### src/rtl/fetch_queue.sv
// Decoupling queue between fetch and decode: a DEPTH-entry circular buffer of
// {instruction, PC, PC+4} with one-cycle fall-through and full back-pressure.
module fetch_queue #(
   parameter int DATA_WIDTH = 32,
   parameter int DEPTH      = 4
) (
   input  logic                     clk,
   input  logic                     rst,
   input  logic [DATA_WIDTH-1:0]    InstrF,
   input  logic [DATA_WIDTH-1:0]    PCF,
   input  logic [DATA_WIDTH-1:0]    PCPlus4F,
   input  logic                     ValidF,
   input  logic                     FlushD,
   input  logic                     StallD,
   output logic [DATA_WIDTH-1:0]    InstrD,
   output logic [DATA_WIDTH-1:0]    PCD,
   output logic [DATA_WIDTH-1:0]    PCPlus4D,
   output logic                     ValidD,
   output logic                     FullF,
   output logic [$clog2(DEPTH):0]   Count
);

   localparam int PTR_W = $clog2(DEPTH);
   localparam logic [PTR_W:0]          FULL_CNT = DEPTH[PTR_W:0];
   localparam logic [DATA_WIDTH-1:0]   NOP      = DATA_WIDTH'(32'h0000_0013);

   logic [DATA_WIDTH-1:0] instr_mem [DEPTH];
   logic [DATA_WIDTH-1:0] pc_mem    [DEPTH];
   logic [DATA_WIDTH-1:0] pc4_mem   [DEPTH];

   logic [PTR_W-1:0] rd_ptr;
   logic [PTR_W-1:0] wr_ptr;
   logic             push;
   logic             pop;

   assign ValidD = (Count != '0);
   assign FullF  = (Count == FULL_CNT);

   // Full refuses a push even when a pop frees a slot the same cycle.
   assign push = ValidF && !FullF && !FlushD;
   assign pop  = ValidD && !StallD && !FlushD;

   always_ff @(posedge clk or negedge rst) begin
      if (!rst) begin
         rd_ptr <= '0;
         wr_ptr <= '0;
         Count  <= '0;
      end else if (FlushD) begin
         rd_ptr <= '0;
         wr_ptr <= '0;
         Count  <= '0;
      end else begin
         if (push) wr_ptr <= wr_ptr + PTR_W'(1);
         if (pop)  rd_ptr <= rd_ptr + PTR_W'(1);
         case ({push, pop})
            2'b10:   Count <= Count + (PTR_W+1)'(1);
            2'b01:   Count <= Count - (PTR_W+1)'(1);
            default: Count <= Count;
         endcase
      end
   end

   always_ff @(posedge clk) begin
      if (push) begin
         instr_mem[wr_ptr] <= InstrF;
         pc_mem[wr_ptr]    <= PCF;
         pc4_mem[wr_ptr]   <= PCPlus4F;
      end
   end

   // Empty queue presents a NOP bubble to decode.
   always_comb begin
      InstrD   = NOP;
      PCD      = '0;
      PCPlus4D = '0;
      if (ValidD) begin
         InstrD   = instr_mem[rd_ptr];
         PCD      = pc_mem[rd_ptr];
         PCPlus4D = pc4_mem[rd_ptr];
      end
   end

endmodule

### config.mk
export PLATFORM = sky130hd
export DESIGN_NAME = fetch_queue
export DESIGN_NICKNAME = d
export VERILOG_FILES = /design/src/rtl/fetch_queue.sv
export SDC_FILE = /design/constraint.sdc
export NUM_CORES = 1
export LEC_CHECK = 0
export ABC_AREA = 1
export BUFFER_PORTS_ARGS = -buffer_cell sky130_fd_sc_hd__buf_2
export CORE_ASPECT_RATIO = 0.5
export CORE_MARGIN = 2
export CORE_UTILIZATION = 60
export CTS_BUF_LIST = sky130_fd_sc_hd__clkbuf_16
export DETAILED_ROUTE_END_ITERATION = 8
export PLACE_DENSITY = 0.82
export SETUP_SLACK_MARGIN = 0.1
export SLEW_MARGIN = 5
export SYNTH_ARGS = -nofsm -noshare
export SYNTH_HDL_FRONTEND = slang
export SYNTH_SLANG_ARGS = --single-unit
### constraint.sdc
create_clock -name clk -period 8.64 [get_ports clk]
set_input_delay 0.864 -clock clk [delete_from_list [all_inputs] [get_ports clk]]
set_output_delay 0.864 -clock clk [all_outputs]
set_load 0.01 [all_outputs]
Word-level counts from Yosys, hierarchy flattened:

Memory sizes are Yosys's and may differ from the RTL's.
Cells that the tools add are included.

* mux-type cells: 11
* equality and inequality tests: 3
* reductions and logical operators: 11
* $add $sub $neg: 4

Operators by type and width (count)
* $mux 32: 3
* $mux 2: 4
* $pmux 3 s2: 1
* $reduce_bool 3->1: 2
* $add 2x1->2 const B: 2
* $logic_and 1x1->1: 4
* $reduce_bool 2->1: 2
* $add 3x1->3 const B: 1
* $eq 3x3->1 const B: 1
* $logic_not 1->1: 3
* $mux 3: 1
* $sub 3x1->3 const B: 1
* $eq 2x1->1 const B: 1
* $eq 2x2->1 const B: 1
* $mux 1: 2

* word-level logic and storage cells: 35
* memories: 3
* register bits: 7
* input bits: 101
* output and inout bits: 101
* memory bits (writable): 384

Memories
* instr_mem: words 4, bits a word 32, rd ports 1, clocked after memory_dff 0, write ports 1, line 27 `logic [DATA_WIDTH-1:0] instr_mem [DEPTH];`
* pc4_mem: words 4, bits a word 32, rd ports 1, clocked after memory_dff 0, write ports 1, line 29 `logic [DATA_WIDTH-1:0] pc4_mem [DEPTH];`
* pc_mem: words 4, bits a word 32, rd ports 1, clocked after memory_dff 0, write ports 1, line 28 `logic [DATA_WIDTH-1:0] pc_mem [DEPTH];`

Longest topological paths before layout:

* depth in word-level cells: 7
* depth in mapped cells: 13
* mapped depth without buffers: 13

Worst setup path before layout:

No wires, ideal clock.

* kind: input to register
* start: in FlushD
* end: mem instr_mem[0][0] (enable)
* stages: 3
* required time: 8.088 ns
* path buffers: 0
* arrival: 5.130 ns
* setup time: 0.552 ns
* slack: 2.958 ns
* path through: inv_1 > nand3_2 > nor2_1

* cells in the longest elaborated chain, start to end: 4

Ends and longest elaborated chain
* from (decl): line 13 `input logic FlushD,`
* $logic_not 1->1: line 40 `assign push = ValidF && !FullF && !FlushD;`
* $logic_and 1x1->1: line 40
* $mux 1: line 64 `if (push) begin`
* $mux 1 (not written as such): line 65 `instr_mem[wr_ptr] <= InstrF;`
* to (decl): line 27

No other way between the ends.

Worst setup path after layout:

* start: reg rd_ptr[0]
* end: out InstrD[10]

* cells in the longest elaborated chain, start to end: 2

Ends and longest elaborated chain
* from (decl): line 31 `logic [PTR_W-1:0] rd_ptr;`
* from (signal assigned): line 54 `if (pop) rd_ptr <= rd_ptr + PTR_W'(1);`
* $mem_v2 4x32
* $mux 32: line 76 `if (ValidD) begin`
* to (decl): line 15 `output logic [DATA_WIDTH-1:0] InstrD,`

No other way between the ends.

==> run metrics <==
status finished, final reports clean; Mapped Cells 1,196; fmax 223 MHz; WL final 33,600 um; gpl congestion 0.788; PostCTS Resize Cnt 0; Worst Hold Class input port to asynchronous set/reset pin; IR drop worst, VDD 0.139 mV; global-route wire length before repair 50,600 um; num ports 202; Layout Nets 1,477; final worst slack 4.16 ns; DRC violations left 0; final hold viol count 0; Initial Util 0.610; drt pass-1 iters 5; Num CTS Buffers 35; Worst EP arrival 3.62 ns; Final Max Tran Viols 0; unrepaired setup endpoints after global routing false; startpoint types flip-flop; syn_area_per_cell 12.8 sq um; slew at the pin closest to its max-slew limit 1.14 ns; P_leak 6.39 nW; die height 117 um; gr ovfl total 0; Syn Nets 1,302; PortBufs 201; placed wire-length estimate 18,400 um; P&R area growth vs syn 14.6%; Die W 230 um; Setup crit end kind output pin; clock slew at reported path FFs 0.07 ns; Synth Area in Simple Gates 0.102; Worst Path Max Fanout 111; antenna-violating nets left 0; power per cell area 291 nW/um^2; Slew headroom 0.237; largest net degree at the start of global routing 112; period utilization 0.518; worst endpoint required time 7.78 ns; total core area 25,200 sq um; Synth Warn # 0; WL/cell 19.3 um; root buffer cell clkbuf_16; DRT iter0 DRCs 989; critical path type flip-flop to output pin; clock skew 0.0232 ns; layout cells sized above 1 0.196; Rows 41; die area 27,000 sq um; Synth Area in Adders 0.00456; Seq/Total Area, Yosys 0.762; H-tree Lvls 2; Setup violations, final 0; Vias 9,849; initial antenna violation count 6; mux cell area share after synthesis 0; max-capacitance violation count 0; Vias/cell 5.65; largest family of logic cells by synthesized area simple AND/OR/NAND/NOR gates; clock latency on the worst-skew pair 0.53 ns; CTS tree built; Compound-Gate Fraction of Synth Area 0.0961; hold_buf cts 0; Post-Synth XOR/XNOR Area 0.000570; Synth Register Bits 391; clk sinks 391; global-route usage over all layers 0.245; Distinct cells, synth 22; R2R Setup Slk 5.53 ns; Post-CTS Setup Bufs 0; deepest clock path buffer count 3; Setup TNS 0 ns; pre-CTS setup slack 4.79 ns; Cell Area, Synth 15,400 sq um; post-route minimum period 4.48 ns; vias in the first global route 9,618
cells by family after synthesis:
family	Yosys count
AO/OA/AOI/OAI	293
XOR/XNOR	1
adder cells (fa/ha/maj)	5
buffers and inverters	91
flip-flops	391
AND/OR/NAND/NOR	415
per-layer routing:
layer,GRT usage,share of wire,wire [um],up-vias
li1,-,-,-,4581
met1,0.309,0.39,13100,4803
met2,0.431,0.52,17400,392
met3,0.0434,0.064,2160,69
met4,0.102,0.024,809,4
met5,0,0.00072,24,-
synth_stat cells:
cell      instances  share of area
a21oi_1          97          0.032
buf_2            17         0.0055
buf_4            13         0.0064
buf_6            14          0.010
clkbuf_1         15         0.0037
clkbuf_2         15         0.0049
dfrtp_1           7          0.011
edfxtp_1        384           0.75
fa_1              1         0.0013
ha_1              4         0.0033
inv_1            14         0.0034
inv_2             3        0.00073
nand2_1          22         0.0054
nand2_2           1        0.00041
nand3_1           1        0.00033
nand3_2           1        0.00065
nor2_1          389          0.095
nor2_2            1        0.00041
o21ai_0          76          0.025
o21ai_1         117          0.038
o311ai_1          3         0.0017
xnor2_1           1        0.00057
critical path, cell delays in order (launching register included):
cell and delay, ns:
dfrtp_4 0.74, inv_6 0.49, buf_4 0.87, o21ai_0 0.22, a21oi_1 0.30, buf_2 0.20
cell type report:
cell class / instances / area [sq um]
antenna: 4 / 10.0
clock buffer: 36 / 901
clock inverter: 25 / 234
fill: 1659 / 7580
inverter: 17 / 71.3
multi-input combinational: 714 / 3160
sequential: 391 / 11700
tap: 344 / 430
timing repair buffer: 212 / 1090
power by group:
| group | switching [mW] | leakage, nW | total (mW) | internal (mW) |
|---|---|---|---|---|
| logic | 0.900 | 2.23 | 1.32 | 0.418 |
| clock network | 0.665 | 0.584 | 1.55 | 0.881 |
| registers | 0.0680 | 3.58 | 2.27 | 2.20 |
| total | 1.63 | 6.39 | 5.13 | 3.50 |
placed cells by master (no fill, tap or decap), types with 8 or more instances in the layout:
cell,Yosys,routed
nand2_1,22,22
clkbuf_16,0,36
inv_1,14,20
a21oi_1,97,97
o21ai_1,117,117
edfxtp_1,384,384
nor2_1,389,385
buf_2,17,201
buf_4,13,11
o21ai_0,76,76
clkinv_2,0,8
metrics by stage:
stage / hold slack [ns] / power (mW) / util / instance area (sq um) / cells
after global routing: 0.148 / 5.37 / 0.699 / 17600 / 1743
final: 0.160 / 5.13 / 0.699 / 17600 / 1743
after floorplan: 0.568 / 3.17 / - / 15400 / 1196
after global placement: 0.565 / 3.58 / 0.654 / 16500 / 1678
after CTS: 0.144 / 5.16 / 0.699 / 17600 / 1739
after detailed placement: 0.575 / 3.62 / 0.654 / 16500 / 1678
registers in the layout (all words and copies together), names as in the netlist:
| signal | flops |
|---|---|
| instr_mem | 128 |
| Count | 3 |
| rd_ptr | 2 |
| pc_mem | 128 |
| wr_ptr | 2 |
| pc4_mem | 128 |
path summary, 6_finish.rpt:
| path | from | endpoint | cells past startpoint |
|---|---|---|---|
| worst max-delay path | rd_ptr[0]$_DFFE_PN0P_ | InstrD[10] | 5 |
| worst min-delay path | rst | rd_ptr[0]$_DFFE_PN0P_ | 1 |
| worst max register to register | Count[0]$_DFFE_PN0P_ | pc4_mem[3][18]$_DFFE_PP_ | 5 |
| worst min register to register | Count[0]$_DFFE_PN0P_ | Count[0]$_DFFE_PN0P_ | 1 |
| max in group asynchronous | rst | rd_ptr[1]$_DFFE_PN0P_ | 1 |
| min in group clk | PCF[24] | pc_mem[3][24]$_DFFE_PP_ | 1 |
Power figures use the tool's default switching activity.
